===== src/rtl/arbmux_if.sv =====
// Bundle of handshake and data signals for the arbitrating mux.
//   in_valid  [N]     per-channel request from the producers
//   in_data   [N*DW]  concatenated producer data {..,in1,in0}
//   in_ready  [N]     per-channel accept (one-hot or zero)
//   out_valid         output register holds a valid word
//   out_data  [DW]    registered selected word
//   out_grant [N]     one-hot source channel of out_data
//   out_ready         downstream accept
// slave  : the mux itself
// master : the environment (producers plus consumer)
interface arbmux_if #(
  parameter int unsigned DW = 32,
  parameter int unsigned N  = 4
) ();
  logic [N-1:0]    in_valid;
  logic [N*DW-1:0] in_data;
  logic [N-1:0]    in_ready;
  logic            out_valid;
  logic [DW-1:0]   out_data;
  logic [N-1:0]    out_grant;
  logic            out_ready;

  modport slave (
    input  in_valid, in_data, out_ready,
    output in_ready, out_valid, out_data, out_grant
  );

  modport master (
    output in_valid, in_data, out_ready,
    input  in_ready, out_valid, out_data, out_grant
  );
endinterface


===== src/rtl/arbmux.sv =====
// N-channel arbitrating mux with a single registered output stage.
// A round-robin or fixed-priority arbiter picks one requesting channel per
// cycle; its word is captured through a one-hot AND-OR select.
//   clk     clock, all state on the rising edge
//   nreset  synchronous active-low reset
//   bus     arbmux_if.slave (per-channel valid/ready/data in, registered out)
module arbmux #(
  parameter int unsigned DW = 32,
  parameter int unsigned N  = 4,
  parameter int unsigned RR = 1
) (
  input  logic     clk,
  input  logic     nreset,
  arbmux_if.slave  bus
);

  localparam int unsigned PW = (N > 1) ? $clog2(N) : 1;

  logic [PW-1:0] r_last;
  logic          r_out_valid;
  logic [DW-1:0] r_out_data;
  logic [N-1:0]  r_out_grant;

  logic          w_load;
  logic [N-1:0]  w_grant;
  logic [N-1:0]  w_ready;
  logic [PW-1:0] w_gidx;
  logic          w_found;
  logic          w_xfer;
  logic [DW-1:0] w_data;

  // Output register can take a new word whenever it is empty or draining.
  assign w_load = ~r_out_valid | bus.out_ready;

  // Arbiter: scan from (last+1) mod N in round-robin mode, from 0 otherwise.
  // With a single channel the grant is unconditional so ready tracks load only.
  always_comb begin : p_grant
    logic [PW-1:0] idx;
    w_grant = '0;
    w_gidx  = '0;
    w_found = 1'b0;
    idx     = '0;
    for (int unsigned k = 0; k < N; k++) begin
      if (RR != 0) idx = PW'((32'(r_last) + 32'd1 + k) % N);
      else         idx = PW'(k);
      if (!w_found && ((N == 1) || bus.in_valid[idx])) begin
        w_grant[idx] = 1'b1;
        w_gidx       = idx;
        w_found      = 1'b1;
      end
    end
  end

  assign w_ready = w_grant & {N{w_load & nreset}};
  assign w_xfer  = |(bus.in_valid & w_ready);

  // One-hot AND-OR data select.
  always_comb begin : p_mux
    w_data = '0;
    for (int unsigned i = 0; i < N; i++) begin
      w_data = w_data | ({DW{w_grant[i]}} & bus.in_data[i*DW +: DW]);
    end
  end

  // Output stage and round-robin pointer; pointer moves only on a transfer.
  always_ff @(posedge clk) begin
    if (!nreset) begin
      r_out_valid <= 1'b0;
      r_out_data  <= '0;
      r_out_grant <= '0;
      r_last      <= PW'(N - 1);
    end else if (w_load) begin
      if (w_xfer) begin
        r_out_valid <= 1'b1;
        r_out_data  <= w_data;
        r_out_grant <= w_grant;
        if (RR != 0) r_last <= w_gidx;
      end else begin
        r_out_valid <= 1'b0;
      end
    end
  end

  assign bus.in_ready  = w_ready;
  assign bus.out_valid = r_out_valid;
  assign bus.out_data  = r_out_data;
  assign bus.out_grant = r_out_grant;

endmodule


===== src/flat_wrapper.sv =====
// flat-port wrapper written by rule: the top's interface ports become plain ports
module arbmux_flat 
#(
  parameter int unsigned DW = 32,
  parameter int unsigned N  = 4,
  parameter int unsigned RR = 1
)
  (clk, nreset, bus_in_valid, bus_in_data, bus_out_ready, bus_in_ready, bus_out_valid, bus_out_data, bus_out_grant);
  arbmux_if #(.DW(DW), .N(N)) bus_i ();
  input  logic clk;
  input  logic nreset;
  input wire logic [$bits(bus_i.in_valid)-1:0] bus_in_valid;
  input wire logic [$bits(bus_i.in_data)-1:0] bus_in_data;
  input wire logic [$bits(bus_i.out_ready)-1:0] bus_out_ready;
  output wire logic [$bits(bus_i.in_ready)-1:0] bus_in_ready;
  output wire logic [$bits(bus_i.out_valid)-1:0] bus_out_valid;
  output wire logic [$bits(bus_i.out_data)-1:0] bus_out_data;
  output wire logic [$bits(bus_i.out_grant)-1:0] bus_out_grant;
  assign bus_i.in_valid = bus_in_valid;
  assign bus_i.in_data = bus_in_data;
  assign bus_i.out_ready = bus_out_ready;
  assign bus_in_ready = bus_i.in_ready;
  assign bus_out_valid = bus_i.out_valid;
  assign bus_out_data = bus_i.out_data;
  assign bus_out_grant = bus_i.out_grant;
  arbmux #(.DW(DW), .N(N), .RR(RR)) u_core (.clk(clk), .nreset(nreset), .bus(bus_i));
endmodule

===== config.mk =====
export PLATFORM = sky130hd
export DESIGN_NAME = arbmux_flat
export DESIGN_NICKNAME = d
export VERILOG_FILES = /design/src/rtl/arbmux_if.sv /design/src/rtl/arbmux.sv /design/src/flat_wrapper.sv
export SDC_FILE = /design/constraint.sdc
export NUM_CORES = 1
export LEC_CHECK = 0
export BUFFER_PORTS_ARGS = -buffer_cell sky130_fd_sc_hd__buf_2
export CORE_AREA = 3 3 84 86
export CTS_BUF_LIST = sky130_fd_sc_hd__clkbuf_8 sky130_fd_sc_hd__clkbuf_16
export CTS_CLUSTER_DIAMETER = 50
export DETAILED_ROUTE_END_ITERATION = 16
export DIE_AREA = 0 0 87 89
export HOLD_SLACK_MARGIN = 0.02
export PLACE_DENSITY = 0.89
export SKIP_CTS_REPAIR_TIMING = 1
export SKIP_LAST_GASP = 1
export SLEW_MARGIN = 15
export SYNTH_ARGS = -nofsm -noshare
export SYNTH_HDL_FRONTEND = slang
export SYNTH_SLANG_ARGS = --single-unit

===== constraint.sdc =====
create_clock -name clk -period 3.8 [get_ports clk]
set_input_delay 0.76 -clock clk [delete_from_list [all_inputs] [get_ports clk]]
set_output_delay 0.76 -clock clk [all_outputs]
set_load 0.005 [all_outputs]

==> results.py <==
metrics = {
    "setup_path": {
        "critPathCaptureType": "output pin",
        "top_cell_by_count_worst_path": "sky130_fd_sc_hd__inv_1",
        "reg2reg_from": "u_core.r_last[1]",
        "critical_path.reg2reg.endpoint": "u_core.bus.out_grant[1]",
        "crit_buf_inv": 4,
        "worst-setup-path-type": "reg -> out",
        "cp_max_fo": 17,
        "max_stage_delay_ns": 0.52,
        "timing.reg2reg.worst_path_depth": 10,
        "worst-endpoint-arrival_ns": 2.84,
        "timing.critical_path.required_ns": 3.04,
        "reg2reg_slack_ns": 0.36,
        "critical_path_launch_point_type": "flop",
        "critPathSlowestCell": "sky130_fd_sc_hd__mux4_2",
        "crit_chain": "inv_1, ha_2, mux4_2, and3b_1, a221o_1, buf_4, inv_1, nor2_1, buf_2",
        "cpLargestDelayFamily": "multiplexers",
    },
    "detailed_routing": {
        "route.detailed.vias_per_inst": 5.69,
        "route.detailed.wl_per_inst_um": 16.3,
        "drtPass1Iterations": 6,
        "remaining_drc_errors": 0,
        "route.final.wire_length_um": 8520,
        "ant_nets": 0,
        "num_vias": 2977,
        "drt_first_iter_violations": 207,
    },
    "worst_hold_path": {
        "hold_path_startpoint": "u_core.bus.out_data[2]",
        "hold-path-endpoint": "u_core.bus.out_data[2]",
        "hold_class": "reg -> reg",
        "worstHoldPathCells": 2,
    },
    "clock_tree": {
        "cts.reportedPaths.clkPinSlew_ns": 0.07,
        "cts_made_buffers": 5,
        "htreeDepth": 2,
        "max-clock-path-buffers": 2,
        "root_buffer": "sky130_fd_sc_hd__clkbuf_8",
        "cts_tree": "yes",
        "clock_latency_ns": 0.28,
        "clock_sink_count": 39,
    },
    "floorplanning": {
        "die_area_mm2": 0.00774,
        "std_cell_rows": 29,
        "top_level_ports": 176,
        "die_h_um": 89,
        "overall_die_width_um": 87,
        "initial_utilization": 0.425,
        "core_region_area_mm2": 0.00635,
    },
    "finish": {
        "seq_area_um2": 781,
        "ratio_of_cells_with_drive_above_1_in_the_final_layout": 0.473,
        "multi_input_comb_area_mm2": 0.00161,
        "insertedDiodeCount": 0,
        "filler_cells_inserted": 582,
        "flow.area_growth_from_synthesis_pct": 33.6,
        "num-nets-final": 585,
    },
    "power": {
        "p_leak_nw": 1.95,
        "comb_power_share": 0.669,
        "ir_worst_vdd_mv": 0.430,
        "switching_share_of_total_power": 0.426,
        "seqPwrFrac": 0.222,
        "power.internal_mw": 1.85,
        "clock_share_of_power": 0.109,
        "psw_mw": 1.37,
        "cellPowerDensity_mw_per_mm2": 892,
    },
    "logic_synthesis": {
        "yosysWarningCount": 0,
        "avgSynthCellArea_um2": 9.65,
        "postSynth.topFlopCell": "sky130_fd_sc_hd__dfxtp_1",
        "post_synth_main_area_contributors": "sky130_fd_sc_hd__dfxtp_1 (29%), sky130_fd_sc_hd__mux2i_1 (14%), sky130_fd_sc_hd__a222oi_1 (12%)",
        "combined_area_of_all_synthesized_cells_mm2": 0.00270,
        "synth_seq_cells": 39,
        "synthesis.nets": 420,
        "ys_types": 47,
        "post_synth_inst_count": 280,
        "synthArstFlopShare": 0,
        "synth.yosys.seq_area_share": 0.289,
        "yosysTopAreaCell": "sky130_fd_sc_hd__dfxtp_1",
        "post_synth_most_frequent_cells": "sky130_fd_sc_hd__nand2_1 (42), sky130_fd_sc_hd__dfxtp_1 (39), sky130_fd_sc_hd__mux2i_1 (39)",
        "number_of_synthesized_flops_with_an_enable_pin": 0,
        "yosys.cell_count.top_type": "sky130_fd_sc_hd__nand2_1",
        "area_share_of_the_largest_cell_type_after_synthesis": 0.289,
    },
    "grt": {
        "grt_pass1_vias": 2747,
        "antenna_found_initial": 0,
        "maximum_number_of_pins_on_one_net_before_global_route_repair": 40,
        "groute.usage.overall": 0.203,
        "globalRouteOverflowTotal": 0,
        "grt_pass1_wl_um": 12600,
    },
    "timing": {
        "final_period_minus_worst_setup_slack_ns": 3.60,
        "skew_ns": 0.00419,
        "setup_violations": 0,
        "final_max_slew_violation_count": 0,
        "timing.setup.tns_ns": 0,
        "relSlewSlack": 0.732,
        "grt_setup_unrepaired": "false",
        "hold_viol": 0,
        "timing.fmax_mhz": 278,
        "timing.final.ws_setup_ns": 0.200,
        "worst-slew-pin-transition_ns": 0.402,
        "final_min_period_over_clock_period": 0.947,
    },
    "place": {
        "detailedPlace.worstSlack_ns": 0.361,
        "globalplace.congestion": 0.837,
        "place.detailed.hpwl_um": 6730,
        "port_buffers": 175,
    },
    "flow_run": {
        "cap_violations": 0,
    },
    "outcome": {
        "outcome": "complete, no violations",
    },
}
==> sequential cells by signal (all words and copies together) (netlist names) <==
signal,flops
u_core.bus.out_data,32
u_core.bus.out_grant,4
u_core.bus.out_valid,1
u_core.r_last,2
==> per-layer routing <==
metal  track usage  share of wire  up-vias
li1              -              -     1419
met1         0.226           0.37     1381
met2         0.384           0.51      161
met3        0.0406           0.10       16
met4        0.0666          0.019        0
met5             0              0        -
==> cell usage in the layout, fill, tap and decap left out, types with 3 or more instances in the layout <==
cell | Yosys | layout
sky130_fd_sc_hd__mux2i_1 | 39 | 38
sky130_fd_sc_hd__dfxtp_1 | 39 | 39
sky130_fd_sc_hd__ha_1 | 5 | 4
sky130_fd_sc_hd__buf_2 | 4 | 175
sky130_fd_sc_hd__a22oi_1 | 3 | 3
sky130_fd_sc_hd__inv_1 | 10 | 10
sky130_fd_sc_hd__a222oi_1 | 32 | 32
sky130_fd_sc_hd__buf_4 | 0 | 12
sky130_fd_sc_hd__nor2_1 | 7 | 6
sky130_fd_sc_hd__nand2_1 | 42 | 42
sky130_fd_sc_hd__clkbuf_8 | 4 | 6
sky130_fd_sc_hd__a221oi_1 | 3 | 3
sky130_fd_sc_hd__a21boi_0 | 32 | 32
==> worst max path at each step <==
| stage | start | to | slack, ns | depth (start not counted) |
|---|---|---|---|---|
| after floorplan | u_core.r_last[0] | bus_in_ready[1] | 0.38 | 11 |
| after global placement | bus_in_valid[2] | bus_in_ready[1] | 0.48 | 8 |
| after detailed placement | u_core.r_last[1] | u_core.bus.out_grant[1] | 0.36 | 10 |
| after CTS | u_core.r_last[1] | bus_in_ready[1] | 0.16 | 9 |
| after global routing | u_core.r_last[1] | bus_in_ready[1] | 0.03 | 9 |
| final | u_core.r_last[1] | bus_in_ready[1] | 0.20 | 9 |
==> power groups by stage <==
stage                     clock network, mW  logic (mW)  registers [mW]
final                                 0.350        2.15           0.714
after global routing                  0.381        2.39           0.739
after detailed placement                  0        2.15           0.724
after global placement                    0        2.07           0.714
after CTS                             0.367        2.15           0.715
after floorplan                           0        1.61           0.744
==> worst register-to-register path, cell delays in order (launching register included) <==
cell and delay, ns:
sky130_fd_sc_hd__dfxtp_1 0.39, sky130_fd_sc_hd__inv_1 0.10, sky130_fd_sc_hd__ha_2 0.42, sky130_fd_sc_hd__mux4_2 0.52
sky130_fd_sc_hd__and3b_1 0.27, sky130_fd_sc_hd__a221o_2 0.43, sky130_fd_sc_hd__buf_4 0.22, sky130_fd_sc_hd__a22oi_2 0.23
sky130_fd_sc_hd__a21o_2 0.18, sky130_fd_sc_hd__buf_4 0.33, sky130_fd_sc_hd__mux2i_1 0.28
==> stage by stage <==
step                      power [mW]  std cells  utilization  instance area, µm²  hold WS [ns]
after CTS                       3.23        523        0.567                3600         0.459
after global routing            3.50        523        0.568                3610         0.480
after floorplan                 2.35        280            -                2700         0.454
after detailed placement        2.87        515        0.548                3480         0.449
final                           3.22        523        0.568                3610         0.455
after global placement          2.78        515        0.548                3480         0.441
==> cells by family (layout without fill, tap and decap cells) <==
family / after synthesis / after routing / share of synthesized area
muxes: 44 / 44 / 0.175
buffers and inverters: 39 / 205 / 0.119
DFF: 39 / 39 / 0.289
and+or+nand+nor: 62 / 62 / 0.103
adders and majority gates: 5 / 5 / 0.0232
AOI/OAI and AO/OA: 91 / 91 / 0.291
==> area by class of cell <==
class | instances | share of cell area
clock buffer | 6 | 0.0229
clock inverter | 2 | 0.00971
inverter | 10 | 0.0104
multi-input combinational | 202 | 0.446
sequential | 39 | 0.216
tap | 77 | 0.0267
timing repair buffer | 187 | 0.268
(Power assumes the default switching activity.)
